### src/rtl/output_port_buffer.sv
// Per-port router output stage: show-ahead FIFO draining to the neighbour link
// under val/ret handshake, with full back-pressure to the switch and sticky overflow.
module output_port_buffer #(
  parameter int DATA_WIDTH = 8,
  parameter int DEPTH      = 4,
  parameter int PTR_W      = 2
) (
  input  logic                  clk,
  input  logic                  rst,
  input  logic [DATA_WIDTH-1:0] Data_in,
  input  logic                  wr,
  output logic                  full,
  output logic [DATA_WIDTH-1:0] Data_out,
  output logic                  val,
  input  logic                  ret,
  output logic                  ovf
);

  logic [DATA_WIDTH-1:0] mem_q [DEPTH];
  logic [DATA_WIDTH-1:0] mem_d [DEPTH];
  logic [PTR_W-1:0]      wptr_q, wptr_d;
  logic [PTR_W-1:0]      rptr_q, rptr_d;
  logic [PTR_W:0]        count_q, count_d;
  logic                  ovf_q, ovf_d;
  logic                  wr_acc;
  logic                  rd_xfer;

  assign full     = (count_q == (PTR_W+1)'(DEPTH));
  assign val      = (count_q != '0);
  assign Data_out = mem_q[rptr_q];
  assign ovf      = ovf_q;

  // Full blocks the write even when a transfer frees a slot this cycle.
  assign wr_acc  = wr && !full;
  assign rd_xfer = val && !ret;

  always_comb begin
    mem_d   = mem_q;
    wptr_d  = wptr_q;
    rptr_d  = rptr_q;
    count_d = count_q;
    ovf_d   = ovf_q || (wr && full);
    if (wr_acc) begin
      mem_d[wptr_q] = Data_in;
      wptr_d        = wptr_q + PTR_W'(1);
    end
    if (rd_xfer) begin
      rptr_d = rptr_q + PTR_W'(1);
    end
    case ({wr_acc, rd_xfer})
      2'b10:   count_d = count_q + (PTR_W+1)'(1);
      2'b01:   count_d = count_q - (PTR_W+1)'(1);
      default: count_d = count_q;
    endcase
  end

  always_ff @(posedge clk or negedge rst) begin
    if (!rst) begin
      for (int unsigned i = 0; i < DEPTH; i++) begin
        mem_q[i] <= '0;
      end
      wptr_q  <= '0;
      rptr_q  <= '0;
      count_q <= '0;
      ovf_q   <= 1'b0;
    end else begin
      mem_q   <= mem_d;
      wptr_q  <= wptr_d;
      rptr_q  <= rptr_d;
      count_q <= count_d;
      ovf_q   <= ovf_d;
    end
  end

endmodule
### config.mk
export PLATFORM = sky130hd
export DESIGN_NAME = output_port_buffer
export DESIGN_NICKNAME = d
export VERILOG_FILES = /design/src/rtl/output_port_buffer.sv
export SDC_FILE = /design/constraint.sdc
export NUM_CORES = 1
export LEC_CHECK = 0
export CORE_UTILIZATION = 45
export DETAILED_ROUTE_END_ITERATION = 10
export HOLD_SLACK_MARGIN = 0.12
export PLACE_DENSITY_LB_ADDON = 0.2
export REMOVE_ABC_BUFFERS = 1
export SYNTH_ARGS = -nofsm -noshare
export SYNTH_HDL_FRONTEND = slang
export SYNTH_SLANG_ARGS = --single-unit
### constraint.sdc
create_clock -name clk -period 2.75 [get_ports clk]
set_input_delay 0.55 -clock clk [delete_from_list [all_inputs] [get_ports clk]]
set_output_delay 0.55 -clock clk [all_outputs]
set_load 0.05 [all_outputs]
==> results.sh, run 1 <==
export IMPL_overflow=0
export IMPL_required_ns=2.20
export IMPL_vias=1009
export IMPL_fin_setup_tns_ns=0
export IMPL_synth_cell_types=20
export IMPL_wl_per_cell_um=16.11
export IMPL_yosys_area_top_type="dfrtp_1"
export IMPL_max_freq_mhz=392.1
export IMPL_post_cts_buffers=0
export IMPL_cts_sinks=40
export IMPL_grt_setup_unrepaired="false"
export IMPL_fin_crit_sh_pct=92.75
export IMPL_synth_ff_type="dfrtp_1"
export IMPL_crit_path_max_fanout=7
export IMPL_max_stage_delay_ns=0.88
export IMPL_fin_skew_ns=0.004839
export IMPL_initial_utilization_pct=48.41
export IMPL_port_buffers=22
export IMPL_synth_async_reset_ratio_pct=100.0
export IMPL_synth_most_common_cell="dfrtp_1"
export IMPL_start_kind="register"
export IMPL_cts_buffers=5
export IMPL_post_drt_via_cell_ratio=5.228
export IMPL_synth_edff_count=0
export IMPL_gp_congestion=0.6953
export IMPL_grt_pass1_vias=1035
export IMPL_cp_data_arrival_time_ns=2.00
export IMPL_grt_pass1_wl_um=5244
export IMPL_antenna_cells=0
export IMPL_synth_top_cells_by_count="dfrtp_1, mux2_2, mux4_2"
export IMPL_cts_resized=0
export IMPL_cts_htree_levels=2
export IMPL_avgSynthCellArea_um2=15.60
export IMPL_ant_nets=0
export IMPL_clk_path_buf_depth=2
export IMPL_die_w_um=65.69
export IMPL_yosys_warnings=0
export IMPL_grt_max_degree=41
export IMPL_cap_viol_max_count=0
export IMPL_hp_class="in -> async"
export IMPL_routed_wl_um=3110
export IMPL_worstPathCellList="nor3b_4 > clkdlybuf4s50_1"
export IMPL_hold_buffers=0
export IMPL_synth_top_area_share_pct=54.83
export IMPL_clock_latency_ns=0.29
export IMPL_status="complete, no violations"
export IMPL_grt_use_total_pct=17.35
export IMPL_finalMaxSlewViolations=0
export IMPL_finalSetupViolCount=0
export IMPL_min_period_ns=2.550
export IMPL_syn_area_um2=1826
export IMPL_row_count=22
export IMPL_finalNonFillerCells=193
export IMPL_design_final_nets=162
export IMPL_synthCells=117
export IMPL_tightest_slew_ns=0.8846
export IMPL_drt_pass1_iter_count=4
export IMPL_slowest_stage="clkdlybuf4s50_1"
export IMPL_endpoint_kind="output pin"
export IMPL_antenna_found_initial=0
export IMPL_cts_tree="built"
export IMPL_drtIter0Drc=65
export IMPL_drc_errors=0
export IMPL_ys_ff_latch=40
export IMPL_syn_to_final_growth_pct=19.60
export IMPL_yosysSeqAreaShare_pct=54.83
export IMPL_cts_root_buf="clkbuf_8"
export IMPL_clk_pin_slew_ns=0.08
export IMPL_hold_viol=0
export IMPL_synth_area_top_cells="dfrtp_1, mux2_2, mux4_2"
export IMPL_hpwl_um=2129
export IMPL_core_area_um2=3771
export IMPL_drive_gt1_share_pct=43.45
export IMPL_max_slew_margin_pct=41.03
export IMPL_die_h_um=65.69
export IMPL_die_area_um2=4315
export IMPL_fin_util_pct=57.90
export IMPL_worstSetupPathType="reg -> out"
export IMPL_ios=23
export IMPL_dp_cells=185
-- cell families (layout without fill, tap and decap cells) --
family	count (synthesis)	in the layout	share of synthesized area [%]
AOI/OAI and AO/OA	1	1	0.4799
and+or+nand+nor	14	14	4.798
DFF	40	40	54.83
xor gates and xnor gates	6	6	2.879
buffers and inverters	8	36	1.713
adders and majority gates	6	6	4.524
muxes	42	42	30.77
-- layout make-up --
class	count	area [um^2]
fill	294	1588
sequential	40	1001
multi-input combinational	69	793.3
timing repair buffer	22	195.2
clock buffer	5	68.82
tap	48	60.06
clock inverter	3	42.54
inverter	6	22.52
-- flip-flops by register name, summed over array words and instances, names as in the netlist --
register	count
mem_q	32
wptr_q	2
ovf	1
count_q	3
rptr_q	2
-- routing by layer --
layer  track usage, %  vias up  routed length (um)
met5                0        -                   0
met4            9.783        0                  55
met3            4.514        6                 152
met2            25.26       21                1488
met1            23.34      517                1414
li1                 -      465                   -
-- layout by cell type (no fill, tap or decap), drive strengths merged --
cell type,count
a21o,1
buf,9
bufinv,1
clkbuf,5
clkdlybuf4s50,13
clkinv,1
clkinvlp,1
dfrtp,40
fa,1
ha,5
inv,6
mux2,33
mux2i,1
mux4,8
nand2,4
nor2,6
nor3,1
nor3b,2
or2b,1
xnor2,2
xor2,4
-- per-stage QoR --
step | hold WS [ns] | cell area, um^2 | worst slack, ns
2_1_floorplan | 0.2544 | 1817 | 0.3743
3_3_place_gp | 0.4525 | 2072 | 0.3597
3_5_place_dp | 0.4549 | 2072 | 0.3329
4_1_cts | 0.4035 | 2183 | 0.1816
5_1_grt | 0.4359 | 2183 | 0.1233
6_report | 0.3769 | 2183 | 0.1995
-- worst paths after layout --
check,startpoint,end,slack [ns],depth (start not counted)
min in group clk,ovf$_DFF_PN0_,ovf$_DFF_PN0_,0.47,1
worst max register to register,count_q[1]$_DFFE_PN0P_,count_q[2]$_DFFE_PN0P_,0.59,8
worst min-delay path,rst,mem_q[18]$_DFFE_PN0P_,0.38,1
worst min register to register,ovf$_DFF_PN0_,ovf$_DFF_PN0_,0.47,1
max in group asynchronous,rst,mem_q[27]$_DFFE_PN0P_,1.82,1
worst max-delay path,count_q[1]$_DFFE_PN0P_,full,0.20,2
-- worst max-delay path: cells and delay by family (launching register included) --
family,cells,cell delay (ns)
buf+inv,1,0.88
flops,1,0.43
simple gates,1,0.40
Power of run 1 is not shown: default switching activity piles up to over one toggle a cycle in this logic, so the estimate is an artifact.
==> run 2, diff against run 1 <==
Settings changed: CORE_UTILIZATION 45 to 54, SLEW_MARGIN set to 30.
==> run 2 against run 1 <==
- critical path depth unchanged
- first-iteration DRC count down 68%
- final area decreased by 0.86%
- via count rose by 0.30%
- sequential cell count did not move
- fmax is 2.5% lower
- global-route usage rose by 4.1 points
- hold slack got worse by 0.22 ns
- sequential share of layout area rose by 0.40 points
- critical endpoint unchanged
- highest routed layer unchanged
==> results.sh, run 2 (synthesis gave the netlist of run 1 again) <==
export IMPL_grt_use_total_pct=21.41
export IMPL_r2r_end="count_q[2]$_DFFE_PN0P_"
export IMPL_largest_reg_flops=32
export IMPL_overflow=0
export IMPL_finalNonFillerCells=189
export IMPL_r2r_start="count_q[0]$_DFFE_PN0P_"
export IMPL_wl_per_cell_um=16.11
export IMPL_cts_buffers=5
export IMPL_finalSetupViolCount=0
export IMPL_finalMaxSlewViolations=0
export IMPL_cts_htree_levels=2
export IMPL_antenna_cells=0
export IMPL_port_buffers=22
export IMPL_max_slew_margin_pct=62.07
export IMPL_hold_viol=0
export IMPL_hold_buffers=0
export IMPL_most_common_layout_cells="dfrtp_1, mux2_2, clkdlybuf4s50_1, buf_4, mux4_2"
export IMPL_drtIter0Drc=21
export IMPL_cap_viol_max_count=0
export IMPL_clk_pin_slew_ns=0.11
export IMPL_drive_gt1_share_pct=43.45
export IMPL_nFillCells=229
export IMPL_antenna_found_initial=0
export IMPL_clock_latency_ns=0.34
export IMPL_die_w_um=60.14
export IMPL_required_ns=2.20
export IMPL_dp_cells=181
export IMPL_cts_resized=0
export IMPL_die_area_um2=3617
export IMPL_post_cts_buffers=0
export IMPL_start_kind="register"
export IMPL_grt_max_degree=41
export IMPL_cts_sinks=40
export IMPL_fin_setup_tns_ns=0
export IMPL_top_regs="mem_q: 32 flops, count_q: 3 flops"
export IMPL_vias=1012
export IMPL_regMostFlops="mem_q"
export IMPL_drc_errors=0
export IMPL_fin_crit_sh_pct=95.11
export IMPL_post_drt_via_cell_ratio=5.354
export IMPL_grt_pass1_vias=1106
export IMPL_die_h_um=60.14
export IMPL_fin_skew_ns=0.005800
export IMPL_syn_to_final_growth_pct=18.57
export IMPL_core_area_um2=3128
export IMPL_ant_nets=0
export IMPL_grt_pass1_wl_um=5278
export IMPL_design_final_nets=162
export IMPL_status="complete, no violations"
export IMPL_timing_reg2reg_setup_slack_ns=0.54
export IMPL_cts_root_buf="clkbuf_4"
export IMPL_drt_pass1_iter_count=3
export IMPL_ios=23
export IMPL_min_period_ns=2.616
export IMPL_endpoint_kind="output pin"
export IMPL_row_count=20
export IMPL_cp_data_arrival_time_ns=2.07
export IMPL_final_common_cell="dfrtp_1"
export IMPL_gp_congestion=0.7368
export IMPL_initial_utilization_pct=58.36
export IMPL_hp_class="in -> async"
export IMPL_clk_path_buf_depth=2
export IMPL_crit_path_max_fanout=7
export IMPL_max_freq_mhz=382.3
export IMPL_grt_setup_unrepaired="false"
export IMPL_routed_wl_um=3045
export IMPL_hpwl_um=2081
export IMPL_cts_tree="built"
export IMPL_worstSetupPathType="reg -> out"
export IMPL_reg2reg_depth=8
export IMPL_tightest_slew_ns=0.5690
## run 2: changes by cell type in the layout (fill, tap and decap cells not counted)
cell | previous run | this run
clkbuf_4 | 0 | 5
clkbuf_8 | 5 | 2
buf_2 | 1 | 0
buf_4 | 8 | 9
clkinv_2 | 1 | 0
clkinvlp_4 | 1 | 0
## run 2: per-stage QoR
| stage | util (%) | instance area, um^2 | hold slack (ns) | setup slack, ns |
|---|---|---|---|---|
| final | 69.20 | 2165 | 0.1598 | 0.1344 |
| after floorplan | - | 1817 | 0.2544 | 0.3743 |
| after global placement | 66.08 | 2067 | 0.4472 | 0.3810 |
| after CTS | 69.12 | 2162 | 0.3228 | 0.1308 |
| after global routing | 69.20 | 2165 | 0.1683 | 0.04103 |
| after detailed placement | 66.08 | 2067 | 0.4485 | 0.3033 |
## run 2: metal layers
| metal | share of wire (%) | vias to the layer above | track usage, % |
|---|---|---|---|
| met3 | 3.8 | 8 | 6.494 |
| met1 | 46 | 517 | 27.54 |
| met2 | 48 | 21 | 34.07 |
| met5 | 0 | - | 0 |
| li1 | - | 466 | - |
| met4 | 2.1 | 0 | 7.973 |
## run 2: how the worst max path moves through the flow
stage | end | cells past startpoint | from
3_5_place_dp | count_q[2]$_DFFE_PN0P_ | 8 | wr
5_1_grt | full | 2 | count_q[0]$_DFFE_PN0P_
6_report | full | 2 | count_q[0]$_DFFE_PN0P_
3_3_place_gp | count_q[2]$_DFFE_PN0P_ | 8 | wr
4_1_cts | full | 2 | count_q[0]$_DFFE_PN0P_
2_1_floorplan | count_q[2]$_DFFE_PN0P_ | 8 | count_q[0]$_DFFE_PN0P_
## run 2: final cells by class
| cell class | instances | area (um^2) | share of cell area [%] |
|---|---|---|---|
| inverters | 6 | 22.52 | 1.040 |
| clock buffers | 7 | 65.06 | 3.006 |
| flip-flops and latches | 40 | 1001 | 46.24 |
| multi-input cells | 69 | 793.3 | 36.65 |
| well taps | 44 | 55.05 | 2.543 |
| clock inverters | 1 | 30.03 | 1.387 |
| repair buffers | 22 | 197.7 | 9.133 |
## run 2: critical path, cell delays in order, from the launching register on
cell and delay (ns):
dfrtp_1 0.46, nor3b_4 0.38, clkdlybuf4s50_1 0.88
Power of run 2 is left out for the same reason.
==> run 3, diff against run 2 <==
Settings changed: SKIP_LAST_GASP set to 1.
==> results of run 3 <==
Same layout as run 2: the final DEF is identical, and so are final timing and power.
Power of run 3 is left out for the same reason.
